[config.mk]
export PLATFORM = sky130hd
export DESIGN_NAME = vending_machine
export DESIGN_NICKNAME = d
export VERILOG_FILES = /design/src/rtl/vending_machine.sv
export SDC_FILE = /design/constraint.sdc
export NUM_CORES = 1
export LEC_CHECK = 0
export CAP_MARGIN = 20
export CELL_PAD_IN_SITES_DETAIL_PLACEMENT = 0
export CELL_PAD_IN_SITES_GLOBAL_PLACEMENT = 1
export CORE_AREA = 10 10 47 49
export CTS_CLUSTER_DIAMETER = 80
export DETAILED_ROUTE_END_ITERATION = 10
export DIE_AREA = 0 0 57 59
export GPL_TIMING_DRIVEN = 0
export PLACE_DENSITY = 0.6
export SLEW_MARGIN = 15
export SYNTH_ARGS = -nofsm -noshare
export SYNTH_HDL_FRONTEND = slang
export SYNTH_SLANG_ARGS = --single-unit
[constraint.sdc]
create_clock -name clk -period 1.3 [get_ports clk]
set_input_delay 0.26 -clock clk [delete_from_list [all_inputs] [get_ports clk]]
set_output_delay 0.26 -clock clk [all_outputs]
set_load 0.1 [all_outputs]
[src/rtl/vending_machine.sv]
// vending_machine: 3-rupee single-product controller accepting 1/2 rupee coins,
// with registered dispense pulse and change/refund output.
module vending_machine (
    input  logic       clk,
    input  logic       rst,
    input  logic [1:0] in,
    output logic       out,
    output logic [1:0] change
);
    typedef enum logic [1:0] {S0 = 2'd0, S1 = 2'd1, S2 = 2'd2} state_t;

    state_t     r_state;
    logic       r_out;
    logic [1:0] r_change;

    assign out    = r_out;
    assign change = r_change;

    always_ff @(posedge clk or negedge rst) begin
        if (!rst) begin
            r_state  <= S0;
            r_out    <= 1'b0;
            r_change <= 2'd0;
        end else begin
            r_out    <= 1'b0;
            r_change <= 2'd0;
            case (r_state)
                S0: r_state <= (in == 2'b01) ? S1 : (in == 2'b10) ? S2 : S0;
                S1: begin
                    r_state  <= (in == 2'b00) ? S1 : (in == 2'b01) ? S2 : S0;
                    r_out    <= (in == 2'b10);
                    r_change <= (in == 2'b11) ? 2'd1 : 2'd0;
                end
                S2: begin
                    r_state  <= (in == 2'b00) ? S2 : S0;
                    r_out    <= (in == 2'b01) || (in == 2'b10);
                    r_change <= (in == 2'b10) ? 2'd1 : (in == 2'b11) ? 2'd2 : 2'd0;
                end
                // unused encoding recovers to idle with quiet outputs
                default: r_state <= S0;
            endcase
        end
    end
endmodule

==> impl_results.md <==
* Worst Path Buf+Inv at 1
* Total CTS buffers at 3
* Final hold viol count at 0
* Root Driver: clkbuf_4
* Crit. End Element: primary output
* Max Cap Viol at 0
* Synth cell types at 8
* Synthesized flop and latch total at 5
* I/O Buffers at 6
* Normalized max-slew margin at 0.675
* Pin count of the biggest net entering global routing at 6
* Total Wirelength at between 600 and 700 um
* Setup TNS Final at 0 ns
* DIE WIDTH at roughly 57 um
* Static Leak at 0.000230 uW
* Status: finished clean
* Worst slew pin tran at around 0.49 ns
* Post-synth EDFFs at 0
* Area delta synth->final at 32.8%
* First-pass GRT wire length at about 1100 um
* Top-area cell type share of the netlist area at 0.386
* Crit path kind: reg -> out
* Vias in the first global route at 253
* Worst EP arrival at approximately 0.97 ns
* Final net count at between 50 and 60
* Largest cells by area after synthesis: dfrtp_1, ha_1, a22oi_1
* Initial antenna violation count at 0
* DP HPWL at 505 um
* H-tree depth at 1
* Minimum period implied by the final worst setup slack at 1.23 ns
* DR pass1 iterations at 4
* Top FF cell, synth: dfrtp_1
* Worst path cell trace: buf_2
* ANT nets after route at 0
* Final Cell Area at approximately 430 sq um
* Routability cong. at slightly above 0.7
* Worst clock skew at 0.00278 ns
* Max Freq at 814 MHz
* Initial Util at 0.231
* Die ar. at between 3000 and 4000 sq um
* Top cells by count, synth: ha_1, dfrtp_1, inv_1, a22oi_1
* Worst setup SP type: flip-flop
* Wire length per cell at 11.0 um
* Max incr delay on CP at between 0.4 and 0.5 ns
* Proportion of layout cells with a drive suffix above 1 at 0.250
* Core Rows at 14
* Top Ports at 7
* Critical path's slowest cell: buf_2
* Clock Latency Late Sink at between 0.2 and 0.25 ns
* Vias post-DR at 234
* Tot Pwr at roughly 500 uW
* Synthesized instance count at 28
* Layout Cells excl Fill at 56
* Net Count, Synth at 42
* Synth area leader: dfrtp_1
* Clock sinks at 5
* # setup viols final at 0
* CTS max path bufs at 2
* Critical path's top delay family: buffers and inverters
* HP Class: in -> async
* # DRC at 0
* Hold buffer count at CTS at 0
* Remaining global-route overflow at 0
* Syn Area/Cell at 11.6 sq um
* Antenna cells at 0
* Top-count cell post-synth: ha_1
* Final hold slack at about 0.24 ns
* CP Max Fanout at 1
* CP required at between 1 and 1.5 ns
* Final period util at 0.945
* Max IR drop VDD at approximately 0.26 mV
* Die Height at a little under 60 um
* Clock slew at reported path FFs at about 0.04 ns
* Placed Cells at 50
* CTS tree: built
* Max-slew violations at 0
* Seq/Total Area, Yosys at 0.386
* Yosys warns at 0
* Via/cell ratio at 4.18
* Synth async-reset ratio at 1.00
* Pwr dens at approximately 1200 nW/um^2
* Netlist Area Pre-Place at roughly 320 sq um
* Placement Cell Area at 404 sq um
* Core box area at ~1400 sq um
* DRT iter0 DRCs at 8
* GRT Overall Usage at 0.0420
-- final cells by class --
| class | count | area (sq um) |
|---|---|---|
| clock buffers | 4 | 26.3 |
| repair buffers | 8 | 57.6 |
| multi-input cells | 19 | 186 |
| inverters | 4 | 15.0 |
| well taps | 16 | 20.0 |
| flip-flops and latches | 5 | 125 |
| fillers | 157 | 971 |
-- through the flow --
stage | util | worst slack, ns
CTS | 0.295 | 0.0507
global placement | 0.288 | -0.397
finish | 0.307 | 0.0718
global route | 0.307 | -0.0255
floorplan | - | 0.157
detailed placement | 0.288 | -0.403
-- kinds of logic (layout without fill, tap and decap cells) --
family | count (synthesis) | count (layout) | share of synthesized area
buffers and inverters | 4 | 16 | 0.0463
adder cells (fa/ha/maj) | 10 | 10 | 0.386
AO/OA/AOI/OAI | 4 | 4 | 0.100
AND/OR/NAND/NOR | 5 | 5 | 0.0811
flip-flops | 5 | 5 | 0.386
-- final timing paths --
kind                             from         end  slack (ns)  cells past startpoint
setup reg to reg           r_state[0]  r_state[1]        0.09                      4
min in group clk                in[0]   change[1]        0.61                      3
max in group asynchronous         rst   change[0]        0.87                      1
hold / removal                    rst  r_state[0]        0.24                      1
setup / recovery            change[1]   change[1]        0.07                      1
hold reg to reg            r_state[1]  r_state[1]        0.67                      2
-- registers in the layout, summed over array words and instances, names as in the netlist --
name / count
change: 2
r_state: 2
out: 1
-- cell usage in the layout (no fill, tap or decap), drive strengths merged --
cell type      Yosys  routed
inv                4       4
a22oi              3       3
clkdlybuf4s50      0       1
dlygate4sd2        0       2
nor2b              2       2
and2               1       1
dfrtp              5       5
ha                10      10
a222oi             1       1
clkbuf             0       4
buf                0       5
nor2               2       2
-- layer usage --
layer	up-vias	global-route usage	wire [um]
met4	0	0.0403	0
met1	108	0.0394	253
met2	9	0.0605	305
met5	-	0	0
li1	117	-	-
met3	0	0.0279	58
-- repair_timing --
action,4_1_cts,5_1_grt
pin swaps,1,2
buffers inserted,0,2
endpoints found under the setup margin,4,1
resized for setup,17,2
gates cloned,0,0
-- where the power goes --
group          leakage [uW]  switching, uW  internal [uW]
registers         0.0000677           11.5            170
clock network     0.0000150           59.6            116
logic              0.000148           89.8           55.1
total              0.000230            161            341
Power figures use the tool's default switching activity.
